===== src/rtl/oric_bus_ctrl.sv =====
// Oric bus controller: reset sequencer, prioritised CPU read-data mux with
// open-bus retention, and per-window bus conflict monitoring.
module oric_bus_ctrl #(
    parameter int unsigned NSRC     = 6,
    parameter int unsigned DW       = 8,
    parameter int unsigned RST_HOLD = 255
) (
    input  logic                           i_clk_in,
    input  logic                           i_reset,
    input  logic                           i_pll_locked,
    input  logic                           i_ext_rstn,
    input  logic                           i_phi2_en,
    input  logic                           i_phi2,
    input  logic                           i_cpu_rw,
    input  logic [NSRC-1:0]                i_src_sel,
    input  logic [NSRC*DW-1:0]             i_src_data,
    input  logic                           i_conflict_clr,
    output logic [DW-1:0]                  o_cpu_di,
    output logic [((NSRC > 1) ? $clog2(NSRC) : 1)-1:0] o_last_src,
    output logic                           o_host_resetn,
    output logic [1:0]                     o_rst_state,
    output logic                           o_bus_conflict,
    output logic [7:0]                     o_conflict_cnt
);

    localparam int unsigned SW = (NSRC > 1) ? $clog2(NSRC) : 1;
    localparam int unsigned CW = 16;

    typedef enum logic [1:0] {
        ST_WAIT_LOCK = 2'd0,
        ST_HOLD      = 2'd1,
        ST_RUN       = 2'd2
    } state_t;

    state_t          r_state;
    state_t          w_state_nxt;
    logic [CW-1:0]   r_hold_cnt;
    logic [CW-1:0]   w_hold_cnt_nxt;
    logic            w_clk_ok;

    logic            r_host_resetn;
    logic [DW-1:0]   r_cpu_di;
    logic [SW-1:0]   r_last_src;
    logic            r_bus_conflict;
    logic [7:0]      r_conflict_cnt;
    logic            r_win_counted;

    logic            w_qual;
    logic            w_hit;
    logic            w_multi;
    logic            w_count;
    logic [SW-1:0]   w_sel_idx;
    logic [DW-1:0]   w_sel_data;

    assign w_clk_ok = i_pll_locked & i_ext_rstn;

    // Sequencer next-state; loss of lock or external reset overrides everything
    always_comb begin
        w_state_nxt    = r_state;
        w_hold_cnt_nxt = r_hold_cnt;
        case (r_state)
            ST_WAIT_LOCK: begin
                if (w_clk_ok) begin
                    w_state_nxt    = ST_HOLD;
                    w_hold_cnt_nxt = '0;
                end
            end
            ST_HOLD: begin
                if (!w_clk_ok) begin
                    w_state_nxt = ST_WAIT_LOCK;
                end else if (i_phi2_en) begin
                    w_hold_cnt_nxt = r_hold_cnt + CW'(1);
                    if (r_hold_cnt == CW'(RST_HOLD - 1)) begin
                        w_state_nxt = ST_RUN;
                    end
                end
            end
            ST_RUN: begin
                if (!w_clk_ok) begin
                    w_state_nxt = ST_WAIT_LOCK;
                end
            end
            default: begin
                w_state_nxt = ST_WAIT_LOCK;
            end
        endcase
    end

    always_ff @(posedge i_clk_in) begin
        if (i_reset) begin
            r_state       <= ST_WAIT_LOCK;
            r_hold_cnt    <= '0;
            r_host_resetn <= 1'b0;
        end else begin
            r_state       <= w_state_nxt;
            r_hold_cnt    <= w_hold_cnt_nxt;
            r_host_resetn <= (r_state == ST_RUN);
        end
    end

    // Lowest-index select wins; the loop runs high-to-low so low indices overwrite
    always_comb begin
        w_sel_idx  = '0;
        w_sel_data = '0;
        for (int i = int'(NSRC) - 1; i >= 0; i--) begin
            if (i_src_sel[i]) begin
                w_sel_idx  = SW'(i);
                w_sel_data = i_src_data[i*DW +: DW];
            end
        end
    end

    assign w_qual  = i_cpu_rw & i_phi2 & r_host_resetn;
    assign w_hit   = |i_src_sel;
    assign w_multi = |(i_src_sel & (i_src_sel - NSRC'(1)));
    // r_win_counted is only ever set inside a window, so it self-clears between windows
    assign w_count = w_qual & w_multi & ~r_win_counted;

    always_ff @(posedge i_clk_in) begin
        if (i_reset) begin
            r_cpu_di       <= '1;
            r_last_src     <= '0;
            r_bus_conflict <= 1'b0;
            r_conflict_cnt <= '0;
            r_win_counted  <= 1'b0;
        end else begin
            if (w_qual && w_hit) begin
                r_cpu_di   <= w_sel_data;
                r_last_src <= w_sel_idx;
            end
            r_win_counted <= w_qual & (r_win_counted | w_multi);
            if (i_conflict_clr) begin
                r_bus_conflict <= w_count;
                r_conflict_cnt <= w_count ? 8'd1 : 8'd0;
            end else if (w_count) begin
                r_bus_conflict <= 1'b1;
                if (r_conflict_cnt != 8'hFF) begin
                    r_conflict_cnt <= r_conflict_cnt + 8'd1;
                end
            end
        end
    end

    assign o_cpu_di       = r_cpu_di;
    assign o_last_src     = r_last_src;
    assign o_host_resetn  = r_host_resetn;
    assign o_rst_state    = r_state;
    assign o_bus_conflict = r_bus_conflict;
    assign o_conflict_cnt = r_conflict_cnt;

endmodule


===== config.mk =====
export PLATFORM = sky130hd
export DESIGN_NAME = oric_bus_ctrl
export DESIGN_NICKNAME = d
export VERILOG_FILES = /design/src/rtl/oric_bus_ctrl.sv
export SDC_FILE = /design/constraint.sdc
export NUM_CORES = 1
export LEC_CHECK = 0
export BUFFER_PORTS_ARGS = -buffer_cell sky130_fd_sc_hd__buf_2
export CORE_MARGIN = 1
export CORE_UTILIZATION = 38
export CTS_CLUSTER_SIZE = 10
export DETAILED_ROUTE_END_ITERATION = 8
export PLACE_DENSITY = 0.72
export RECOVER_POWER = 25
export SLEW_MARGIN = 20
export SYNTH_ARGS = -nofsm -noshare
export SYNTH_HDL_FRONTEND = slang
export SYNTH_SLANG_ARGS = --single-unit
export TNS_END_PERCENT = 50

===== constraint.sdc =====
create_clock -name i_clk_in -period 2.1 [get_ports i_clk_in]
set_input_delay 0.42 -clock i_clk_in [delete_from_list [all_inputs] [get_ports i_clk_in]]
set_output_delay 0.42 -clock i_clk_in [all_outputs]
set_load 0.005 [all_outputs]

* Yosys cells after proc, flatten, opt, wreduce, memory -nomap -nowiden *
Cells that the tools add are included.

storage, ports and cells
  flip-flop bits (word level) = 40
  bits in latches = 0
  bits in writable memories = 0
  bits in read-only memories = 0
  input port bits = 62
  output and inout port bits = 23
  logic and storage cells = 68
  memories kept = 0

operators by class
  add/subtract/negate cells = 3
  multipliers = 0
  divide/modulo/power cells = 0
  magnitude comparators = 0
  eq/ne operators = 10
  shift-type cells = 0
  muxes and demuxes = 28
  bitwise logic cells = 9
  reductions and logical operators = 10

operators with widths
  kind                     count
  $mux W8                  9
  $mux W16                 3
  $pmux W16 S2             1
  $mux W3                  6
  $add A16 B1 Y16 const B  1
  $eq A16 B8 Y1 const B    1
  $reduce_or A6 Y1         2
  $mux W2                  5
  $add A8 B1 Y8 const B    1
  $ne A2 B2 Y1 const B     4
  $ne A8 B8 Y1 const B     1
  $reduce_and A4 Y1        2
  $and A1 B1 Y1            6
  $and A6 B6 Y6            1
  $ne A3 B3 Y1 const B     2
  $pmux W2 S3              1
  $reduce_bool A2 Y1       3
  $sub A6 B1 Y6 const B    1
  $mux W1                  3
  $eq A2 B1 Y1 const B     1
  $eq A2 B2 Y1 const B     1
  $logic_not A2 Y1         1
  $reduce_and A2 Y1        1
  $logic_and A1 B1 Y1      1
  2 further kinds          2

* Logic depth before layout (Yosys ltp) *
Gate-level depths: netlist of run 1.

  word-level depth = 7
  mapped depth = 6
  gate-level depth less buffers = 6

* Worst setup path before layout of run 1 *
OpenSTA, ideal clock, no wires.

  path type = input port to flip-flop
  start point = in i_src_sel[0]
  end point = reg r_conflict_cnt[3], in the netlist o_conflict_cnt[3]
  data arrival time = 1.711 ns
  data required time = 2.030 ns
  slack = 0.319 ns
  stages = 6
  path buffers = 2
  cells stage by stage = buf_4 > nor3_1 > o311a_1 > buf_6 > or4_1 > a21oi_1

on the way
  longest elaborated chain between the ends = 7

ends and longest elaborated chain
  item                            RTL line  RTL
  start, declared                 15        input logic [NSRC-1:0] i_src_sel,
  $sub A6 B1 Y6                   115       assign w_multi = |(i_src_sel & (i_src_sel - NSRC'(1)));
  $and A6 B6 Y6 *                 115
  $reduce_or A6 Y1 *              115
  $and A1 B1 Y1 * (2 in series)   117       assign w_count = w_qual & w_multi & ~r_win_counted;
  $reduce_bool A2 Y1 (no line) *  -
  $reduce_and A2 Y1 (no line) *   -
  end signal, assigned            134       r_conflict_cnt <= w_count ? 8'd1 : 8'd0;
  end signal, assigned            138       r_conflict_cnt <= r_conflict_cnt + 8'd1;
  end, declared                   45        logic [7:0] r_conflict_cnt;

Every way passes the cells marked *; elsewhere a longest branch is shown, timed or not.
A chain may end at the register's enable or synchronous reset.

* Worst setup path after layout of run 1 *
  start point = reg r_conflict_cnt[0], in the netlist o_conflict_cnt[0]
  end point = reg r_conflict_cnt[6], in the netlist o_conflict_cnt[6]

on the way
  longest elaborated chain between the ends = 4
  elaborated cells on any way between the ends = 7

ends and longest elaborated chain
  item           RTL line  RTL
  $add A8 B1 Y8  138
  $mux W8        137       if (r_conflict_cnt != 8'hFF) begin
  $mux W8        135       end else if (w_count) begin
  $mux W8        132       if (i_conflict_clr) begin

Parallel ways exist; a longest one is shown, timed or not. The select of a mux whose other input is x is not followed.

==> results of run 1 <==
## worst max-delay path by stage
stage	startpoint	depth (start not counted)	to
floorplan	i_src_sel[0]	6	o_conflict_cnt[3]$_SDFFE_PP0P_
finish	o_conflict_cnt[0]$_SDFFE_PP0P_	5	o_conflict_cnt[6]$_SDFFE_PP0P_
global route	r_hold_cnt[0]$_SDFFE_PP0P_	5	r_hold_cnt[14]$_SDFFE_PP0P_
CTS	r_hold_cnt[1]$_SDFFE_PP0P_	5	r_hold_cnt[14]$_SDFFE_PP0P_
global placement	i_pll_locked	5	r_hold_cnt[14]$_SDFFE_PP0P_
detailed placement	i_pll_locked	5	r_hold_cnt[14]$_SDFFE_PP0P_
## cells by family (layout without fill, tap and decap cells)
group | after synthesis | in the layout | synth area share, %
muxes | 6 | 6 | 2.61
adders and majority gates | 3 | 3 | 1.60
AOI/OAI and AO/OA | 89 | 89 | 27.5
and+or+nand+nor | 111 | 111 | 26.3
buffers and inverters | 30 | 113 | 5.60
DFF | 40 | 40 | 34.1
xor gates and xnor gates | 6 | 6 | 2.24
## power by group
group / internal [mW] / leakage, nW / switching (mW)
sequential: 0.759 / 0.323 / 0.00195
clock: 0.267 / 0.0445 / 0.265
combinational: 0.0839 / 0.733 / 0.102
total: 1.11 / 1.10 / 0.369
## synthesized netlist by cell type, types with 3 or more instances
cell type  instances
ha_1               3
a22oi_1            8
clkbuf_1          10
xnor2_1            6
and2_1             5
o311ai_0           3
o221ai_1           8
buf_2              3
nand3_1           12
nor2_1            18
o21ai_0           12
inv_1             12
nand2_1           17
a221oi_1           8
nor4_1             7
or4_1              5
nor3_1            10
and2_0             3
or2_2              4
o31ai_1            6
mux2i_1            5
or3_1              9
a211o_1            9
a21oi_1           16
dfxtp_1           40
nand4_1            3
## repair_timing
item / 4_1_cts / 5_1_grt
gates resized for setup: 0 / 1
hold buffers: 0 / 0
setup endpoints to repair: 0 / 1
hold endpoints to repair: 0 / 0
## metal layers
| metal | track usage (%) | vias up | wire (um) |
|---|---|---|---|
| met4 | 5.36 | 0 | 60 |
| met3 | 3.18 | 5 | 307 |
| li1 | - | 1260 | - |
| met5 | 0 | - | 0 |
| met2 | 32.8 | 74 | 2940 |
| met1 | 25.9 | 1158 | 2890 |
## flip-flops by register name (all words and copies together), names as in the netlist
name / flops
o_bus_conflict: 1
o_conflict_cnt: 8
o_last_src: 3
o_rst_state: 2
o_host_resetn: 1
r_hold_cnt: 16
o_cpu_di: 8
r_win_counted: 1
## layout make-up
type / count / area [um^2]
Clock inverter: 1 / 7.51
Inverter: 12 / 45.0
Sequential cell: 40 / 802
Clock buffer: 7 / 86.3
Tap cell: 75 / 93.8
Multi-Input combinational cell: 215 / 1420
Timing Repair Buffer: 93 / 474
Fill cell: 609 / 3030
## stage by stage
step	util (%)	setup WS, ns
2_1_floorplan	-	0.319
3_3_place_gp	47.7	0.194
3_5_place_dp	47.7	0.153
4_1_cts	49.3	0.194
5_1_grt	49.1	0.0553
6_report	49.1	0.214
## tightest hold or removal path, stage by stage, from the launching register on
cell and delay, ns:
dfxtp_1 0.31, nand2_1 0.05, a21oi_1 0.05
==> qor.csv, run 1 <==
metric,value,unit
cts_num_sinks,40,
post_drt_wl_per_cell,14.0,um
ioPinCount,85,
placementRows,28,
rsz0062_at_grt,false,
clk_pin_slew_worst_paths,0.08,ns
numCtsBuffers,5,
die-area,6500,um^2
gp_congestion,0.817,
worstPathRequired,2.33,ns
yosys_warnings,0,
dp_hpwl,4680,um
dp_cells,435,
regToRegEndpoint,o_conflict_cnt[6]$_SDFFE_PP0P_,
hold_class,register to register,
finalHoldViolCount,0,
arrival,2.11,ns
cp_slowest_stage_delay,0.48,ns
final.setup.tns,0,ns
p_leak,1.10,nW
synth-seq-area-share,34.1,%
fmax,0.530,GHz
syn_nets,350,
clock-root-buffer,clkbuf_8,
crit_buf_inv,0,
worstSetupPathType,register to register,
avgSynthCellArea,8.24,um^2
status,finished clean,
grt_pass1_vias,2235,
slowest_stage,or4_1,
fin_worst_hold_slack,0.456,ns
reg2reg_depth,5,
synth.cell_area,2350,um^2
r2r-start,o_conflict_cnt[0]$_SDFFE_PP0P_,
grt_pass1_wl,10100,um
antenna_cells,0,
max-slew-margin-rel,60.3,%
drtPass1Iterations,4,
clock_latency,0.29,ns
fin_crit,1.89,ns
post_cts_buffers,0,
yosys.area.top_type_share,34.1,%
finalInstanceArea,2920,um^2
cts_tree,done,
min_period_over_period,89.8,%
portBuffers,84,
hold_depth,2,
grt_max_degree,30,
antenna_found_initial,0,
skew,0.0133,ns
synth-edff-count,0,
end_kind,register,
slew_violations,0,
postSynthCellCount,285,
ys.flop_type,dfxtp_1,
synth_area_leaders,"dfxtp_1 (34%), a21oi_1 (3.4%), a211o_1 (3.4%), a221oi_1 (3.0%), o221ai_1 (3.0%)",
via_count,2497,
layout_commonest_cell,buf_2,
fin_cells,443,
initial_core_util,39.4,%
nets,432,
h-tree-depth,2,
die_w,80.6,um
cp_cell_sequence,ha_1 -> and4_1 -> a211o_1 -> or4_1 -> a21oi_1,
drc,0,
ir_drop,0.000468,V
setup_viol,0,
power_density,506,nW/um^2
core,5960,um^2
yosysTopAreaCell,dfxtp_1,
dieHeight,80.6,um
drt_iter0_markers,133,
rrSetupSlack,0.21,ns
critPathMaxFanout,6,
overflow,0,
critPathLaunchType,register,
min_to,o_last_src[0]$_SDFFE_PP0P_,
postPlaceCellArea,2840,um^2
p_total,1.48,mW
ys_ff_latch,40,
synthArstFlopShare,0,%
postRouteAntennaNets,0,
cts_max_path_buffers,2,
drive_gt1_share,27.4,%
tightest_slew,0.588,ns
crit_family,simple AND/OR/NAND/NOR gates,
yosysUniqueCellTypes,58,
most-common-layout-cells,"buf_2 (76), dfxtp_1 (39), nor2_1 (18)",
min_from,o_last_src[0]$_SDFFE_PP0P_,
avgViaCountPerCell,5.64,
max-cap-violations,0,
grt.total_usage,19.6,%
drt-total-wl,6200,um
areaGrowthSynthToFinish,24.6,%
Power figures use the tool's default switching activity.
==> inputs of run 2 (changes only) <==
- CORE_MARGIN: 1 -> 2
==> qor.csv, run 2 (synthesis results as in run 1) <==
metric,value,unit
areaGrowthSynthToFinish,24.5,%
worstPathRequired,2.26,ns
slowest_stage,or3_1,
grt_pass1_wl,9890,um
fin_crit,1.97,ns
fill_cells,614,
max-slew-margin-rel,59.6,%
dp_hpwl,4910,um
combPwrFrac,12.8,%
top_register,r_hold_cnt,
avgViaCountPerCell,5.61,
drt-total-wl,6390,um
post_cts_buffers,0,
cts_resized,0,
core,5960,um^2
initial_core_util,39.4,%
numCtsBuffers,5,
min_period_over_period,93.6,%
ioPinCount,85,
postRouteAntennaNets,0,
critPathLaunchType,register,
cts_hold_buffers,0,
portBuffers,84,
ir_drop,0.000247,V
postPlaceCellArea,2850,um^2
die-area,6820,um^2
skew,0.00270,ns
rsz0062_at_grt,false,
overflow,0,
placementRows,28,
drt_iter0_markers,126,
drive_gt1_share,26.6,%
clk_pin_slew_worst_paths,0.07,ns
dieHeight,82.6,um
arrival,2.13,ns
fmax,0.509,GHz
die_w,82.6,um
tightest_slew,0.599,ns
drc,0,
critPathMaxFanout,6,
grt_max_degree,19,
finalHoldViolCount,0,
hold_class,register to register,
h-tree-depth,2,
end_kind,register,
status,finished clean,
gp_congestion,0.810,
largest_register_ff_count,16,
cts_num_sinks,40,
cts_max_path_buffers,2,
antenna_found_initial,0,
max-cap-violations,0,
most-common-layout-cells,"buf_2 (75), dfxtp_1 (40), nor2_1 (18)",
antenna_cells,0,
nets,433,
swShare,23.8,%
clock-root-buffer,clkbuf_8,
post_drt_wl_per_cell,14.4,um
fin_worst_hold_slack,0.457,ns
layout_commonest_cell,buf_2,
slew_violations,0,
p_int,1.11,mW
cp_cell_sequence,ha_1 -> nand3_1 -> or3_1 -> nor3_1 -> mux2_1,
cts_tree,done,
net-switching-power,348,uW
via_count,2491,
worstSetupPathType,register to register,
clock_latency,0.28,ns
power_density,499,nW/um^2
final.setup.tns,0,ns
pre_cts_slack,0.0872,ns
setup_viol,0,
grt.total_usage,18.2,%
grt_pass1_vias,2155,
clkPwrFrac,35.0,%
drtPass1Iterations,4,
p_leak,1.10,nW
finalInstanceArea,2920,um^2
cp_slowest_stage_delay,0.43,ns
fin_ws,0.134,ns
seqPwrFrac,52.2,%
-- run 2: cell types whose count changed in the layout (fill, tap and decap cells not counted) --
cell | previous run | this run
buf_2 | 76 | 75
clkbuf_1 | 10 | 13
clkinvlp_4 | 1 | 0
dfxtp_1 | 39 | 40
dfxtp_2 | 1 | 0
-- run 2: metal layers --
layer  share of wire [%]  GRT usage [%]
met5                   0              0
met4                 1.0           5.41
met3                 3.8           2.93
met2                  48           30.0
met1                  47           24.5
-- run 2: power by group through the flow --
stage,clock [mW],combinational (mW),sequential (mW)
4_1_cts,0.530,0.187,0.760
2_1_floorplan,0,0.0968,0.778
3_3_place_gp,0,0.184,0.778
6_report,0.510,0.187,0.761
5_1_grt,0.563,0.207,0.761
3_5_place_dp,0,0.186,0.778
-- run 2: path summary, 6_finish.rpt --
kind / startpoint / end / slack (ns) / depth (start not counted)
worst max-delay path: r_hold_cnt[1]$_SDFFE_PP0P_ / r_hold_cnt[14]$_SDFFE_PP0P_ / 0.13 / 5
worst min-delay path: o_last_src[0]$_SDFFE_PP0P_ / o_last_src[0]$_SDFFE_PP0P_ / 0.46 / 2
worst max register to register: r_hold_cnt[1]$_SDFFE_PP0P_ / r_hold_cnt[14]$_SDFFE_PP0P_ / 0.13 / 5
worst min register to register: o_last_src[0]$_SDFFE_PP0P_ / o_last_src[0]$_SDFFE_PP0P_ / 0.46 / 2
-- run 2: worst max-delay path, delay by kind of cell (launching register included) --
kind / cells / cell delay [ns]
fa+ha+maj: 1 / 0.23
simple gates: 3 / 0.84
flops: 1 / 0.42
mux: 1 / 0.37
-- run 2: cell type report --
type / instances / area (um^2) / share of cell area, %
sequential: 40 / 801 / 27.4
timing repair buffer: 94 / 477 / 16.3
multi-input combinational: 215 / 1420 / 48.4
clock buffer: 8 / 90.1 / 3.08
tap: 75 / 93.8 / 3.21
inverter: 12 / 45.0 / 1.54
-- run 2: through the flow --
step,power [mW],util [%],cells
floorplan,0.875,-,285
global placement,0.962,47.9,436
detailed placement,0.965,47.9,436
CTS,1.48,49.4,444
global route,1.53,49.1,444
finish,1.46,49.1,444
